### config.mk
export PLATFORM = sky130hd
export DESIGN_NAME = bus_arb2
export DESIGN_NICKNAME = d
export VERILOG_FILES = /design/src/rtl/bus_arb2.sv
export SDC_FILE = /design/constraint.sdc
export NUM_CORES = 1
export LEC_CHECK = 0
export ABC_AREA = 1
export BUFFER_PORTS_ARGS = -buffer_cell sky130_fd_sc_hd__buf_2
export CORE_AREA = 2 2 122 124
export CTS_BUF_LIST = sky130_fd_sc_hd__clkbuf_8
export DETAILED_ROUTE_END_ITERATION = 12
export DIE_AREA = 0 0 124 126
export SETUP_SLACK_MARGIN = 0.05
export SYNTH_ARGS = -nofsm -noshare
export SYNTH_HDL_FRONTEND = slang
export SYNTH_SLANG_ARGS = --single-unit
### constraint.sdc
create_clock -name clk_i -period 3.8 [get_ports clk_i]
set_clock_uncertainty 0.15 [all_clocks]
set_input_delay 0.76 -clock clk_i [delete_from_list [all_inputs] [get_ports clk_i]]
set_output_delay 0.76 -clock clk_i [all_outputs]
set_load 0.03 [all_outputs]
### src/rtl/bus_arb2.sv
// Two-master round-robin arbiter onto a single slave request/response channel.
// Optional read-response timeout enabled by defining BUS_ARB2_TIMEOUT_EN.
module bus_arb2 #(
   parameter int unsigned RESP_TIMEOUT = 1024
) (
   input  logic        clk_i,
   input  logic        rst_i,
   input  logic        m0_req_i,
   input  logic        m0_we_i,
   input  logic [31:0] m0_addr_bi,
   input  logic [3:0]  m0_be_bi,
   input  logic [31:0] m0_wdata_bi,
   output logic        m0_ack_o,
   output logic        m0_resp_o,
   output logic [31:0] m0_rdata_bo,
   input  logic        m1_req_i,
   input  logic        m1_we_i,
   input  logic [31:0] m1_addr_bi,
   input  logic [3:0]  m1_be_bi,
   input  logic [31:0] m1_wdata_bi,
   output logic        m1_ack_o,
   output logic        m1_resp_o,
   output logic [31:0] m1_rdata_bo,
   output logic        s_req_o,
   output logic        s_we_o,
   output logic [31:0] s_addr_bo,
   output logic [3:0]  s_be_bo,
   output logic [31:0] s_wdata_bo,
   input  logic        s_ack_i,
   input  logic        s_resp_i,
   input  logic [31:0] s_rdata_bi,
   output logic        err_o
);

   typedef enum logic [1:0] {IDLE, REQ, WAIT_RESP} state_t;

   state_t state_q, state_d;
   logic   sel_q, sel_d;
   logic   last_q, last_d;

   logic        sel_req;
   logic        sel_we;
   logic [31:0] sel_addr;
   logic [3:0]  sel_be;
   logic [31:0] sel_wdata;
   logic        timeout;
   logic        resp_v;
   logic [31:0] rdata_v;

   assign sel_req   = sel_q ? m1_req_i    : m0_req_i;
   assign sel_we    = sel_q ? m1_we_i     : m0_we_i;
   assign sel_addr  = sel_q ? m1_addr_bi  : m0_addr_bi;
   assign sel_be    = sel_q ? m1_be_bi    : m0_be_bi;
   assign sel_wdata = sel_q ? m1_wdata_bi : m0_wdata_bi;

`ifdef BUS_ARB2_TIMEOUT_EN
   localparam int CW = $clog2(RESP_TIMEOUT + 1);
   logic [CW-1:0] cnt_q, cnt_d;
   // Fires once RESP_TIMEOUT full cycles have elapsed in WAIT_RESP without a response.
   assign timeout = (state_q == WAIT_RESP) && (cnt_q == CW'(RESP_TIMEOUT));
`else
   assign timeout = 1'b0;
`endif

   always_ff @(posedge clk_i or posedge rst_i) begin
      if (rst_i) begin
         state_q <= IDLE;
         sel_q   <= 1'b0;
         last_q  <= 1'b1;
`ifdef BUS_ARB2_TIMEOUT_EN
         cnt_q   <= '0;
`endif
      end else begin
         state_q <= state_d;
         sel_q   <= sel_d;
         last_q  <= last_d;
`ifdef BUS_ARB2_TIMEOUT_EN
         cnt_q   <= cnt_d;
`endif
      end
   end

   always_comb begin
      state_d     = state_q;
      sel_d       = sel_q;
      last_d      = last_q;
`ifdef BUS_ARB2_TIMEOUT_EN
      cnt_d       = cnt_q;
`endif
      s_req_o     = 1'b0;
      s_we_o      = 1'b0;
      s_addr_bo   = '0;
      s_be_bo     = '0;
      s_wdata_bo  = '0;
      m0_ack_o    = 1'b0;
      m1_ack_o    = 1'b0;
      m0_resp_o   = 1'b0;
      m1_resp_o   = 1'b0;
      m0_rdata_bo = '0;
      m1_rdata_bo = '0;
      err_o       = 1'b0;
      resp_v      = 1'b0;
      rdata_v     = '0;

      case (state_q)
         IDLE: begin
            if (m0_req_i || m1_req_i) begin
               state_d = REQ;
               sel_d   = (m0_req_i && m1_req_i) ? ~last_q : m1_req_i;
            end
         end
         REQ: begin
            if (sel_req) begin
               s_req_o    = 1'b1;
               s_we_o     = sel_we;
               s_addr_bo  = sel_addr;
               s_be_bo    = sel_be;
               s_wdata_bo = sel_wdata;
               m0_ack_o   = !sel_q && s_ack_i;
               m1_ack_o   = sel_q && s_ack_i;
               if (s_ack_i) begin
                  last_d  = sel_q;
                  state_d = sel_we ? IDLE : WAIT_RESP;
`ifdef BUS_ARB2_TIMEOUT_EN
                  cnt_d   = '0;
`endif
               end
            end else begin
               // Master withdrew before acceptance: abandon without touching history.
               state_d = IDLE;
            end
         end
         WAIT_RESP: begin
            resp_v  = s_resp_i || timeout;
            rdata_v = s_resp_i ? s_rdata_bi : (timeout ? 32'hFFFF_FFFF : s_rdata_bi);
            if (sel_q) begin
               m1_resp_o   = resp_v;
               m1_rdata_bo = rdata_v;
            end else begin
               m0_resp_o   = resp_v;
               m0_rdata_bo = rdata_v;
            end
            if (s_resp_i) begin
               state_d = IDLE;
            end else if (timeout) begin
               err_o   = 1'b1;
               state_d = IDLE;
            end else begin
`ifdef BUS_ARB2_TIMEOUT_EN
               cnt_d = cnt_q + 1'b1;
`endif
            end
         end
         default: state_d = IDLE;
      endcase
   end

endmodule

==> results of run 1 <==
==> routing by layer <==
metal  GRT usage [%]  share of wire (%)
met2            20.8                 53
met5               0               0.14
met1            11.5                 38
met4            1.45              0.022
met3            2.17                8.9
==> logic make-up after synthesis <==
kind of cell	after synthesis	share of synthesized area, %
and+or+nand+nor	228	47.7
buffers and inverters	73	19.5
AOI/OAI and AO/OA	70	27.4
DFF	4	5.30
other	1	0.196
==> power groups by stage <==
stage	combinational (mW)	sequential (mW)	clock [mW]
finish	1.61	0.0873	0.0909
global route	1.78	0.0910	0.0971
CTS	1.64	0.0879	0.0944
detailed placement	1.64	0.0878	0
global placement	1.63	0.0881	0
floorplan	1.26	0.0788	0
==> critical path, delay by kind of cell, from the launching register on <==
| kind | cells | cell delay (ns) |
|---|---|---|
| AND/OR/NAND/NOR | 4 | 0.89 |
| buffers and inverters | 2 | 0.49 |
| flip-flops | 1 | 0.40 |
==> flip-flops by register name, indices dropped and copies added, names as in the netlist <==
register	count
state_q	2
last_q	1
sel_q	1
==> final timing paths <==
kind | to | slack (ns) | cells after the start
hold / removal | state_q[0] | 0.28 | 2
hold reg to reg | last_q | 0.39 | 3
max in group asynchronous | last_q | 2.99 | 2
setup reg to reg | state_q[1] | 2.50 | 5
setup / recovery | s_addr_bo[21] | 0.82 | 6
min in group clk_i | last_q | 0.39 | 3
==> cells in the mapped netlist <==
cell type  count  share of area [%]
nor2_1       128                 25
nand2_1       80                 16
a21boi_0      57                 22
inv_1         42                8.3
a21boi_1      11                4.3
buf_2         11                2.9
nor2_2        11                3.6
buf_6          8                4.7
buf_4          5                2.0
clkbuf_1       5               0.98
nand3_1        4                1.0
dfrtp_1        3                3.9
nand2_2        3               0.98
conb_1         1               0.20
dfstp_2        1                1.4
inv_2          1               0.20
inv_6          1               0.46
nand2_4        1               0.59
nor2_4         1               0.59
o21ai_0        1               0.26
o21bai_1       1               0.39
==> layout make-up <==
type / count / area [um^2]
clock buffers: 3 / 41.3
fillers: 1658 / 10700
well taps: 184 / 230
flip-flops and latches: 4 / 103
repair buffers: 317 / 1600
multi-input cells: 299 / 1440
inverters: 44 / 170
clock inverters: 1 / 3.75
==> results_dict.tcl, run 1 <==
set metrics [dict create \
    clock_latency_ns 0.22 \
    mostFrequentLayoutCells "buf_2 (313), nor2_1 (128), nand2_1 (80), a21boi_0 (57), inv_1 (43)" \
    crit_start "sel_q" \
    rr_startpoint "sel_q" \
    viasPerCell 3.87 \
    io_buffers 313 \
    crit_required_ns 2.89 \
    worst_hold_path_type "input pin to asynchronous set/reset pin" \
    critical_path_class "flop to primary output" \
    grtUsageTotal_pct 10.5 \
    drt_iter0_markers 108 \
    placed_area_um2 3540 \
    finalWorstSetupSlack_ns 0.825 \
    final_cells 852 \
    cts_tree "done" \
    p_leak_nw 2.41 \
    pwr-share-clk_pct 5.1 \
    cts_sinks 4 \
    p_sw_share_pct 66.0 \
    core_um2 14300 \
    wirelength_um 9250 \
    grt_max_degree 71 \
    dp_slack_ns 0.861 \
    cp_slowest_stage_delay_ns 0.41 \
    clk_pin_slew_worst_paths_ns 0.03 \
    routedWlPerCell_um 10.9 \
    path_max_fanout 70 \
    place_congestion 0.759 \
    post-route-period-util_pct 78.3 \
    fmax_ghz 0.336 \
    synthToLayoutAreaGrowth_pct 87.5 \
    synth_warnings 0 \
    overflow 0 \
    power.density_nw_per_um2 498 \
    final_common_cell "buf_2" \
    first_pass_iters 6 \
    insertedDiodeCount 0 \
    die_area_um2 15600 \
    hold_buffers 0 \
    grt_first_pass_wirelength_um 13200 \
    finalPower_mw 1.78 \
    netlist_instances 376 \
    internal-power_mw 0.607 \
    slew_headroom_pct 45.8 \
    maxCapViolations 0 \
    worstMarginPinSlew_ns 0.813 \
    cts_max_path_buffers 2 \
    cpMaxStageDelayCell "nand2_4" \
    status "finished, final reports clean" \
    yosys.cell_types.count 21 \
    cts-root-buf "clkbuf_8" \
    slew_violations 0 \
    die_y_um 126 \
    holdWs_ns 0.283 \
    numCtsBuffers 3 \
    synth.yosys.seq_area_share_pct 5.30 \
    row_count 44 \
    num_vias 3296 \
    fin_util_pct 25.0 \
    hold_viol 0 \
    drtAntennaViolNets 0 \
    rsz0062_at_grt "false" \
    initial_utilization_pct 13.3 \
    critPathLaunchType "flop" \
    htreeDepth 1 \
    synth.avg_cell_area_um2 5.08 \
    first_global_vias 2753 \
    syn_area_um2 1910 \
    drc 0 \
    postCtsSetupBuffers 0 \
    worst_setup_path_end_kind "primary output" \
    drive_gt1_share_pct 50.9 \
    io_pins 315 \
    hpwl_um 7590 \
    combPwrFrac_pct 90.0 \
    die_w_um 124 \
    crit_path_cell_trace "buf_4 -> nand2_1 -> nand2_2 -> nand2_4 -> nor2_2 -> buf_2" \
    setup-tns-final_ns 0 \
    peakVddDrop_mv 0.173 \
    ys_ff_latch 4 \
    antenna_found_initial 1 \
    p_seq_share_pct 4.9 \
    cts_resized 0 \
    postLayoutCellArea_um2 3580 \
    synth_nets 552 \
    fin_nets 845 \
    cp.arrival_ns 2.07 \
    dp.cells 848 \
    min_period_ns 2.98 \
    setup_viol 0 \
    power_switching_mw 1.18 \
]
Power figures use the tool's default switching activity.
==> run 2: changes to the inputs <==
--- a/config.mk
+++ b/config.mk
@@ -7,10 +7,10 @@
 export LEC_CHECK = 0
 export ABC_AREA = 1
 export BUFFER_PORTS_ARGS = -buffer_cell sky130_fd_sc_hd__buf_2
-export CORE_AREA = 2 2 122 124
+export CORE_AREA = 2 2 123 125
 export CTS_BUF_LIST = sky130_fd_sc_hd__clkbuf_8
 export DETAILED_ROUTE_END_ITERATION = 12
-export DIE_AREA = 0 0 124 126
+export DIE_AREA = 0 0 125 127
 export SETUP_SLACK_MARGIN = 0.05
 export SYNTH_ARGS = -nofsm -noshare
 export SYNTH_HDL_FRONTEND = slang
==> constraint.sdc (replaced) <==
create_clock -name clk_i -period 3 [get_ports clk_i]
set_clock_uncertainty 0.15 [all_clocks]
set_input_delay 0.6 -clock clk_i [delete_from_list [all_inputs] [get_ports clk_i]]
set_output_delay 0.6 -clock clk_i [all_outputs]
set_load 0.03 [all_outputs]
==> results_dict.tcl, run 2 (synthesis results as in run 1) <==
set metrics [dict create \
    postCtsSetupBuffers 0 \
    place_congestion 0.817 \
    clk_pin_slew_worst_paths_ns 0.03 \
    power.density_nw_per_um2 637 \
    htreeDepth 1 \
    critPathLaunchType "flop" \
    grt_first_pass_wirelength_um 14400 \
    crit_cells 5 \
    hold_buffers 0 \
    postLayoutCellArea_um2 3620 \
    r2r_cells 5 \
    synthToLayoutAreaGrowth_pct 89.6 \
    final_cells 854 \
    wirelength_um 9750 \
    overflow 0 \
    post-route-period-util_pct 84.5 \
    slew_violations 0 \
    worst_hold_path_type "input pin to asynchronous set/reset pin" \
    viasPerCell 3.91 \
    die_area_um2 15900 \
    cpMaxStageDelayCell "dfrtp_2" \
    die_y_um 127 \
    holdWs_ns 0.124 \
    insertedDiodeCount 0 \
    crit_path_cell_trace "inv_6 -> buf_4 -> a21boi_0 -> nor2_1 -> buf_2" \
    pwr-share-clk_pct 4.9 \
    first_global_vias 3038 \
    cts_max_path_buffers 2 \
    grt_max_degree 52 \
    fin_util_pct 25.1 \
    io_pins 315 \
    critical_path_class "flop to primary output" \
    min_period_ns 2.54 \
    regMostFlops "state_q" \
    drc 0 \
    crit_start "sel_q" \
    cp.arrival_ns 1.79 \
    p_leak_nw 2.43 \
    finalPower_mw 2.31 \
    p_seq_share_pct 5.1 \
    final_common_cell "buf_2" \
    row_count 44 \
    antenna_found_initial 0 \
    rr_startpoint "sel_q" \
    cts_tree "done" \
    die_w_um 125 \
    cp_slowest_stage_delay_ns 0.46 \
    num_vias 3335 \
    crit_required_ns 2.25 \
    setup_viol 0 \
    routedWlPerCell_um 11.4 \
    io_buffers 313 \
    drtAntennaViolNets 0 \
    cts_sinks 4 \
    mostFrequentLayoutCells "buf_2 (313), nor2_1 (128), nand2_1 (80), a21boi_0 (57), inv_1 (43)" \
    initial_utilization_pct 13.2 \
    path_delay_family "buffers and inverters" \
    numCtsBuffers 3 \
    status "finished, final reports clean" \
    num-fill-cells 1700 \
    internal-power_mw 0.813 \
    first_pass_iters 5 \
    drt_iter0_markers 96 \
    dp_slack_ns 0.653 \
    combPwrFrac_pct 90.0 \
    grtUsageTotal_pct 11.0 \
    largest_reg_flops 2 \
    placed_area_um2 3580 \
    dp.cells 850 \
    peakVddDrop_mv 0.286 \
    slew_headroom_pct 60.4 \
    hold_viol 0 \
    rsz0062_at_grt "false" \
    core_um2 14400 \
    top_regs "state_q (2), last_q (1), sel_q (1)" \
    worstMarginPinSlew_ns 0.592 \
    drive_gt1_share_pct 51.0 \
    path_max_fanout 43 \
    maxCapViolations 0 \
    worst_setup_path_end_kind "primary output" \
    clock_latency_ns 0.21 \
    finalWorstSetupSlack_ns 0.464 \
    fin_nets 847 \
    r2r_slack_ns 1.72 \
    p_sw_share_pct 64.8 \
    cts-root-buf "clkbuf_8" \
    fmax_ghz 0.394 \
    hpwl_um 8340 \
    cp.buffers_inverters 3 \
    r2r-end "state_q[1]" \
    power_switching_mw 1.49 \
    setup-tns-final_ns 0 \
    cts_resized 0 \
]
run 2: cell count changes in the layout (fill, tap and decap cells not counted), sizes merged:
cell	before	now
buf	317	319
run 2: power groups by stage:
stage	logic [mW]	clock network [mW]	registers (mW)
after floorplan	1.59	0	0.0998
after global placement	2.10	0	0.118
after detailed placement	2.10	0	0.118
after CTS	2.10	0.118	0.118
after global routing	2.29	0.124	0.121
final	2.08	0.113	0.118
run 2: worst max path at each step:
stage / slack, ns / endpoint
floorplan: 0.83 / s_addr_bo[13]
global placement: 0.66 / s_wdata_bo[16]
detailed placement: 0.65 / s_be_bo[3]
CTS: 0.45 / s_wdata_bo[16]
global route: 0.29 / s_wdata_bo[21]
finish: 0.46 / s_wdata_bo[16]
run 2: final cells by class:
cell class / count / area (um^2) / area share (%)
clock inverters: 1 / 3.75 / 0.104
well taps: 184 / 230 / 6.36
repair buffers: 319 / 1640 / 45.2
clock buffers: 3 / 41.3 / 1.14
inverters: 44 / 170 / 4.70
flip-flops and latches: 4 / 103 / 2.83
multi-input cells: 299 / 1440 / 39.7
run 2: per-layer routing:
layer  vias up  global-route usage, %  part of all wire [%]  wire length (um)
li1       1717                      -                     -                 -
met1      1428                   11.6                    37              3600
met2       188                   22.5                    54              5230
met3         2                   2.81                   9.2               894
met4         0                   1.18                  0.30                29
met5         -                      0                     0                 0
